==> src/rtl/master_out_port_if.sv <==
// Serial bus between the master transmitter and the slave's serial input port.
interface master_out_port_if;
  logic tx_address;
  logic tx_data;
  logic m_valid;
  logic write_enable;
  logic read_enable;
  logic s_ready;

  modport master (
    output tx_address,
    output tx_data,
    output m_valid,
    output write_enable,
    output read_enable,
    input  s_ready
  );

  modport slave (
    input  tx_address,
    input  tx_data,
    input  m_valid,
    input  write_enable,
    input  read_enable,
    output s_ready
  );
endinterface

==> src/rtl/master_out_port.sv <==
// Master-side serial transmitter: shifts address and write bytes MSB first under s_ready.
// Define MASTER_OUT_PARITY_EN to append odd parity after the address and after each data byte.
module master_out_port #(
  parameter int unsigned ADDR_W  = 12,
  parameter int unsigned DATA_W  = 8,
  parameter int unsigned BURST_W = 12
) (
  input  logic               clk,
  input  logic               rst,
  input  logic               start,
  input  logic               wr,
  input  logic [ADDR_W-1:0]  addr,
  input  logic [BURST_W-1:0] burst_len,
  input  logic [DATA_W-1:0]  wdata,
  input  logic               wdata_valid,
  output logic               wdata_ready,
  output logic               busy,
  output logic               tx_done,
  master_out_port_if.master  bus
);

`ifdef MASTER_OUT_PARITY_EN
  localparam int unsigned ParW = 1;
`else
  localparam int unsigned ParW = 0;
`endif
  localparam int unsigned AddrSrW  = ADDR_W + ParW;
  localparam int unsigned SlotW    = DATA_W + ParW;
  localparam int unsigned MaxXfers = SlotW * ((1 << BURST_W) - 1);
  localparam int unsigned CntW     = $clog2(((MaxXfers > AddrSrW) ? MaxXfers : AddrSrW) + 1);
  localparam int unsigned SlotCntW = $clog2(SlotW);

  typedef enum logic [1:0] {StIdle, StXfer, StDone} state_e;

  function automatic logic [AddrSrW-1:0] addr_word(input logic [ADDR_W-1:0] a);
`ifdef MASTER_OUT_PARITY_EN
    return {a, ~^a};
`else
    return a;
`endif
  endfunction

  function automatic logic [SlotW-1:0] data_slot(input logic [DATA_W-1:0] b);
`ifdef MASTER_OUT_PARITY_EN
    return {b, ~^b};
`else
    return b;
`endif
  endfunction

  state_e              state_q;
  logic [AddrSrW-1:0]  addr_sr_q;
  logic [SlotW-1:0]    data_sr_q;
  logic [SlotW-1:0]    buf_q;
  logic                sr_full_q;
  logic                buf_full_q;
  logic [SlotCntW-1:0] slot_cnt_q;
  logic [BURST_W-1:0]  fetch_left_q;
  logic [CntW-1:0]     xfer_left_q;
  logic                we_q;
  logic                re_q;

  logic               in_xfer;
  logic               underrun;
  logic               xfer;
  logic               take;
  logic               slot_end;
  logic [BURST_W-1:0] burst_eff;
  logic [CntW-1:0]    data_xfers;
  logic [CntW-1:0]    total;

  assign in_xfer  = (state_q == StXfer);
  // Active byte exhausted while more bytes are still owed by the master logic.
  assign underrun = in_xfer && !sr_full_q && !buf_full_q && (fetch_left_q != '0);
  assign xfer     = bus.m_valid && bus.s_ready;
  assign take     = wdata_valid && wdata_ready;
  assign slot_end = (slot_cnt_q == SlotCntW'(SlotW - 1));

  assign bus.m_valid      = in_xfer && !underrun;
  assign bus.tx_address   = in_xfer && addr_sr_q[AddrSrW-1];
  assign bus.tx_data      = in_xfer && sr_full_q && data_sr_q[SlotW-1];
  assign bus.write_enable = in_xfer && we_q;
  assign bus.read_enable  = in_xfer && re_q;
  assign wdata_ready      = in_xfer && !buf_full_q && (fetch_left_q != '0);
  assign busy             = (state_q != StIdle);
  assign tx_done          = (state_q == StDone);

  always_comb begin
    burst_eff  = (burst_len == '0) ? BURST_W'(1) : burst_len;
    data_xfers = CntW'(SlotW) * CntW'(burst_eff);
    total      = CntW'(AddrSrW);
    if (wr && (data_xfers > total)) begin
      total = data_xfers;
    end
  end

  always_ff @(posedge clk) begin
    if (rst) begin
      state_q      <= StIdle;
      addr_sr_q    <= '0;
      data_sr_q    <= '0;
      buf_q        <= '0;
      sr_full_q    <= 1'b0;
      buf_full_q   <= 1'b0;
      slot_cnt_q   <= '0;
      fetch_left_q <= '0;
      xfer_left_q  <= '0;
      we_q         <= 1'b0;
      re_q         <= 1'b0;
    end else begin
      unique case (state_q)
        StIdle: begin
          if (start) begin
            addr_sr_q    <= addr_word(addr);
            data_sr_q    <= data_slot(wdata);
            sr_full_q    <= wr;
            buf_full_q   <= 1'b0;
            slot_cnt_q   <= '0;
            fetch_left_q <= wr ? (burst_eff - BURST_W'(1)) : '0;
            xfer_left_q  <= total;
            we_q         <= wr;
            re_q         <= !wr;
            state_q      <= StXfer;
          end
        end
        StXfer: begin
          if (xfer) begin
            addr_sr_q   <= addr_sr_q << 1;
            we_q        <= 1'b0;
            re_q        <= 1'b0;
            xfer_left_q <= xfer_left_q - CntW'(1);
            if (xfer_left_q == CntW'(1)) begin
              state_q <= StDone;
            end
          end
          if (take) begin
            fetch_left_q <= fetch_left_q - BURST_W'(1);
          end
          if (!sr_full_q) begin
            // Refill straight into the shifter so the stream resumes on the next cycle.
            if (take) begin
              data_sr_q  <= data_slot(wdata);
              sr_full_q  <= 1'b1;
              slot_cnt_q <= '0;
            end
          end else if (xfer && slot_end) begin
            slot_cnt_q <= '0;
            if (buf_full_q) begin
              data_sr_q  <= buf_q;
              buf_full_q <= 1'b0;
            end else if (take) begin
              data_sr_q <= data_slot(wdata);
            end else begin
              sr_full_q <= 1'b0;
            end
          end else begin
            if (xfer) begin
              data_sr_q  <= data_sr_q << 1;
              slot_cnt_q <= slot_cnt_q + SlotCntW'(1);
            end
            if (take) begin
              buf_q      <= data_slot(wdata);
              buf_full_q <= 1'b1;
            end
          end
        end
        StDone: begin
          state_q <= StIdle;
        end
        default: begin
          state_q <= StIdle;
        end
      endcase
    end
  end

endmodule

==> src/flat_wrapper.sv <==
// flat-port wrapper written by rule: the top's interface ports become plain ports
module master_out_port_flat 
#(
  parameter int unsigned ADDR_W  = 12,
  parameter int unsigned DATA_W  = 8,
  parameter int unsigned BURST_W = 12
)
  (clk, rst, start, wr, addr, burst_len, wdata, wdata_valid, wdata_ready, busy, tx_done, bus_tx_address, bus_tx_data, bus_m_valid, bus_write_enable, bus_read_enable, bus_s_ready);
  master_out_port_if bus_i ();
  input  logic clk;
  input  logic rst;
  input  logic start;
  input  logic wr;
  input  logic [ADDR_W-1:0] addr;
  input  logic [BURST_W-1:0] burst_len;
  input  logic [DATA_W-1:0] wdata;
  input  logic wdata_valid;
  output logic wdata_ready;
  output logic busy;
  output logic tx_done;
  output wire logic [$bits(bus_i.tx_address)-1:0] bus_tx_address;
  output wire logic [$bits(bus_i.tx_data)-1:0] bus_tx_data;
  output wire logic [$bits(bus_i.m_valid)-1:0] bus_m_valid;
  output wire logic [$bits(bus_i.write_enable)-1:0] bus_write_enable;
  output wire logic [$bits(bus_i.read_enable)-1:0] bus_read_enable;
  input wire logic [$bits(bus_i.s_ready)-1:0] bus_s_ready;
  assign bus_tx_address = bus_i.tx_address;
  assign bus_tx_data = bus_i.tx_data;
  assign bus_m_valid = bus_i.m_valid;
  assign bus_write_enable = bus_i.write_enable;
  assign bus_read_enable = bus_i.read_enable;
  assign bus_i.s_ready = bus_s_ready;
  master_out_port #(.ADDR_W(ADDR_W), .DATA_W(DATA_W), .BURST_W(BURST_W)) u_core (.clk(clk), .rst(rst), .start(start), .wr(wr), .addr(addr), .burst_len(burst_len), .wdata(wdata), .wdata_valid(wdata_valid), .wdata_ready(wdata_ready), .busy(busy), .tx_done(tx_done), .bus(bus_i));
endmodule
==> config.mk <==
export PLATFORM = sky130hd
export DESIGN_NAME = master_out_port_flat
export DESIGN_NICKNAME = d
export VERILOG_FILES = /design/src/rtl/master_out_port_if.sv /design/src/rtl/master_out_port.sv /design/src/flat_wrapper.sv
export SDC_FILE = /design/constraint.sdc
export NUM_CORES = 1
export LEC_CHECK = 0
export ABC_AREA = 0
export CAP_MARGIN = 20
export CELL_PAD_IN_SITES_DETAIL_PLACEMENT = 0
export CELL_PAD_IN_SITES_GLOBAL_PLACEMENT = 1
export CORE_UTILIZATION = 42
export DETAILED_ROUTE_END_ITERATION = 16
export GPL_TIMING_DRIVEN = 0
export PLACE_DENSITY_LB_ADDON = 0.1
export REMOVE_ABC_BUFFERS = 1
export SLEW_MARGIN = 40
export SYNTH_ARGS = -nofsm -noshare
export SYNTH_HDL_FRONTEND = slang
export SYNTH_SLANG_ARGS = --single-unit
==> constraint.sdc <==
create_clock -name clk -period 2.6 [get_ports clk]
set_input_delay 0.26 -clock clk [delete_from_list [all_inputs] [get_ports clk]]
set_output_delay 0.26 -clock clk [all_outputs]
set_load 0.05 [all_outputs]
==> flow_summary.json <==
{
  "yosys.area.top_type": "dfxtp_1",
  "cts_htree_levels": 3,
  "pin_count": 46,
  "cts_hold_buf": 0,
  "grt_use_met2": 0.428,
  "seq_area_frac_synth": 0.314,
  "numCtsBuffers": 9,
  "yosysWarnings": 0,
  "drtIter0Drc": 227,
  "fin_skew_ns": 0.0211,
  "timing.hold.ws_ns": 0.257,
  "p_total_mw": 2.92,
  "wl_microns": 12600,
  "path_clk_slew_ns": 0.10,
  "gp_congestion": 0.917,
  "maxSlewViolCount": 0,
  "layout_setup_ws_ns": 0.131,
  "syn_to_final_growth_pct": 21.5,
  "fp.dieH_microns": 101,
  "rows": 35,
  "vias": 4354,
  "via_per_inst": 6.16,
  "rsz0062_at_grt": "true",
  "drive_gt1_frac": 0.106,
  "met3_usage": 0.0458,
  "io_buffer_count": 45,
  "endpoint_kind": "flip-flop",
  "power_leakage_nw": 1.73,
  "hpwl_microns": 8360,
  "dp_slack_ns": -0.614,
  "hp-start": "rst",
  "cap_viol_max_count": 0,
  "worst_setup_path_start_kind": "flip-flop",
  "worst_pin_slew_ns": 0.768,
  "grt_max_degree": 43,
  "dp.cells": 688,
  "firstDrtPassIters": 5,
  "overflow": 0,
  "antenna_found_initial": 0,
  "worstSetupPathType": "flip-flop to flip-flop",
  "setup_viol": 0,
  "start_util": 0.438,
  "ctsLongestPathBuffers": 2,
  "first_global_vias": 4121,
  "synth_seq_cells": 64,
  "core_area_sq_mm": 0.00933,
  "ys_types": 72,
  "crit_start": "u_core.fetch_left_q[0]$_SDFFE_PP0P_",
  "hold_viol_final": 0,
  "yosys-top-cells-area": "dfxtp_1 31%, nand2_1 6.4%, a21oi_1 5.4%",
  "synth_top_area_frac": 0.314,
  "drc": 0,
  "clock_sinks": 64,
  "worst_ep_arrival_time_ns": 2.70,
  "syn_area_sq_mm": 0.00408,
  "period_share": 0.950,
  "cts_root_buf": "clkbuf_8",
  "insertion_delay_ns": 0.36,
  "ir_drop_v": 0.000294,
  "wl_per_cell_microns": 17.8,
  "stdcell_count": 707,
  "die_area_sq_mm": 0.0101,
  "rr_startpoint": "u_core.fetch_left_q[0]$_SDFFE_PP0P_",
  "postSynthCellCount": 545,
  "powerDensity_mw_per_mm2": 588,
  "grtUsageTotal": 0.258,
  "antenna_cells": 0,
  "synth_ff_type": "dfxtp_1",
  "grt_pass1_wl_microns": 20500,
  "nets": 618,
  "crit_path_max_fanout": 8,
  "async_reset_ff_frac": 0,
  "fmax_mhz": 405,
  "die_x_microns": 101,
  "min_period_ns": 2.47,
  "synth_edf_count": 0,
  "ant_nets": 0,
  "cts_tree": "yes",
  "max_slew_margin": 0.487,
  "status": "complete, no violations",
  "grtUsageMet1": 0.329,
  "avgSynthCellArea_sq_um": 7.49,
  "worstPathRequired_ns": 2.83,
  "busiest_layer": "met2",
  "hp-class": "input pin to flip-flop"
}
## per-layer routing
| metal | routed length (microns) | up-vias |
|---|---|---|
| met5 | 0 | - |
| met4 | 314 | 0 |
| met3 | 627 | 26 |
| met2 | 5870 | 143 |
| met1 | 5740 | 2075 |
| li1 | - | 2110 |
## kinds of logic after synthesis
family	synth area share
AO/OA/AOI/OAI	0.311
XOR/XNOR	0.0107
adder cells (fa/ha/maj)	0.0215
buffers and inverters	0.0515
flip-flops	0.314
multiplexers	0.0159
AND/OR/NAND/NOR	0.276
## synthesized netlist by cell type, types with 7 or more instances
library cell	count
nand2_1	70
dfxtp_1	64
nor2_1	54
a21oi_1	44
o21ai_0	29
clkbuf_1	23
nand3_1	23
inv_1	16
a311oi_1	15
nor3_1	15
a211oi_1	13
nand4_1	8
ha_1	7
nand2b_1	7
nor2b_1	7
nor4_1	7
o22ai_1	7
## what timing repair did
action / in CTS / in global routing
resized for setup: 18 / 7
pin swaps: 2 / 0
setup buffers: 2 / 0
endpoints found under the setup margin: 47 / 16
cloned: 1 / 0
## layout make-up
class	instances	area (sq um)
Inverter	16	60.1
Multi-Input combinational cell	430	2720
Clock buffer	10	138
Fill cell	946	4370
Clock inverter	6	45.0
Sequential cell	64	1280
Tap cell	129	161
Timing Repair Buffer	52	554
## report_power, final
group / total [mW] / internal (mW) / switching, mW
Combinational: 0.929 / 0.363 / 0.565
Clock: 0.825 / 0.373 / 0.452
Sequential: 1.16 / 1.06 / 0.0992
## worst paths after layout
| path | to | cells after the start | slack, ns |
|---|---|---|---|
| max | u_core.data_sr_q[7]$_SDFFE_PP0P_ | 7 | 0.13 |
| min | u_core.buf_q[3]$_SDFFE_PP0P_ | 2 | 0.26 |
| max reg2reg | u_core.data_sr_q[7]$_SDFFE_PP0P_ | 7 | 0.13 |
| min reg2reg | u_core.slot_cnt_q[1]$_SDFFE_PP0P_ | 2 | 0.46 |
## critical path: stages, from the launching register on
cell and delay [ns]:
dfxtp_1 0.36, inv_1 0.13, ha_1 0.18, or4b_1 0.60, o311ai_4 0.49, nand2_1 0.14, o311ai_0 0.38, a32oi_1 0.08
## placed cells by master (no fill, tap or decap), types with 3 or more instances in the layout
cell type	count
o31a_1	3
and2_1	5
ha_1	7
clkdlybuf4s50_1	37
dfxtp_1	62
clkbuf_8	10
buf_4	4
o21ai_0	29
o311ai_0	3
nand2b_1	6
nor2_1	52
nand2_1	70
a22oi_1	5
clkinvlp_4	3
or2_2	4
inv_1	16
dlygate4sd2_1	4
a32oi_1	6
nor2b_1	6
o21a_1	4
nor3_1	14
mux2_2	4
a21oi_1	43
a211oi_1	13
a31oi_1	6
nand3b_1	4
and3_1	6
xor2_1	3
o22a_1	3
a311oi_1	14
nand4_1	8
o22ai_1	7
nand3_1	22
o32ai_1	3
a41oi_1	3
nor4_1	6
a221oi_1	6
o31ai_1	6
## state kept, by name (all words and copies together), names as in the netlist
signal and flops:
u_core.slot_cnt_q 3, u_core.buf_q 8, u_core.sr_full_q 1, u_core.data_sr_q 8, u_core.xfer_left_q 15, u_core.fetch_left_q 12, u_core.we_q 1, u_core.re_q 1
u_core.buf_full_q 1, u_core.state_q 2, u_core.addr_sr_q 12
## stage by stage
| step | utilization | instance area, sq um | setup TNS (ns) |
|---|---|---|---|
| 4_1_cts | 0.530 | 4940 | 0 |
| 3_3_place_gp | 0.487 | 4540 | -102.71 |
| 2_1_floorplan | - | 3930 | -14.85 |
| 3_5_place_dp | 0.504 | 4700 | -5.46 |
| 6_report | 0.532 | 4960 | 0 |
| 5_1_grt | 0.532 | 4960 | -0.0130 |
Note: power is estimated with default switching activity, not from simulation.
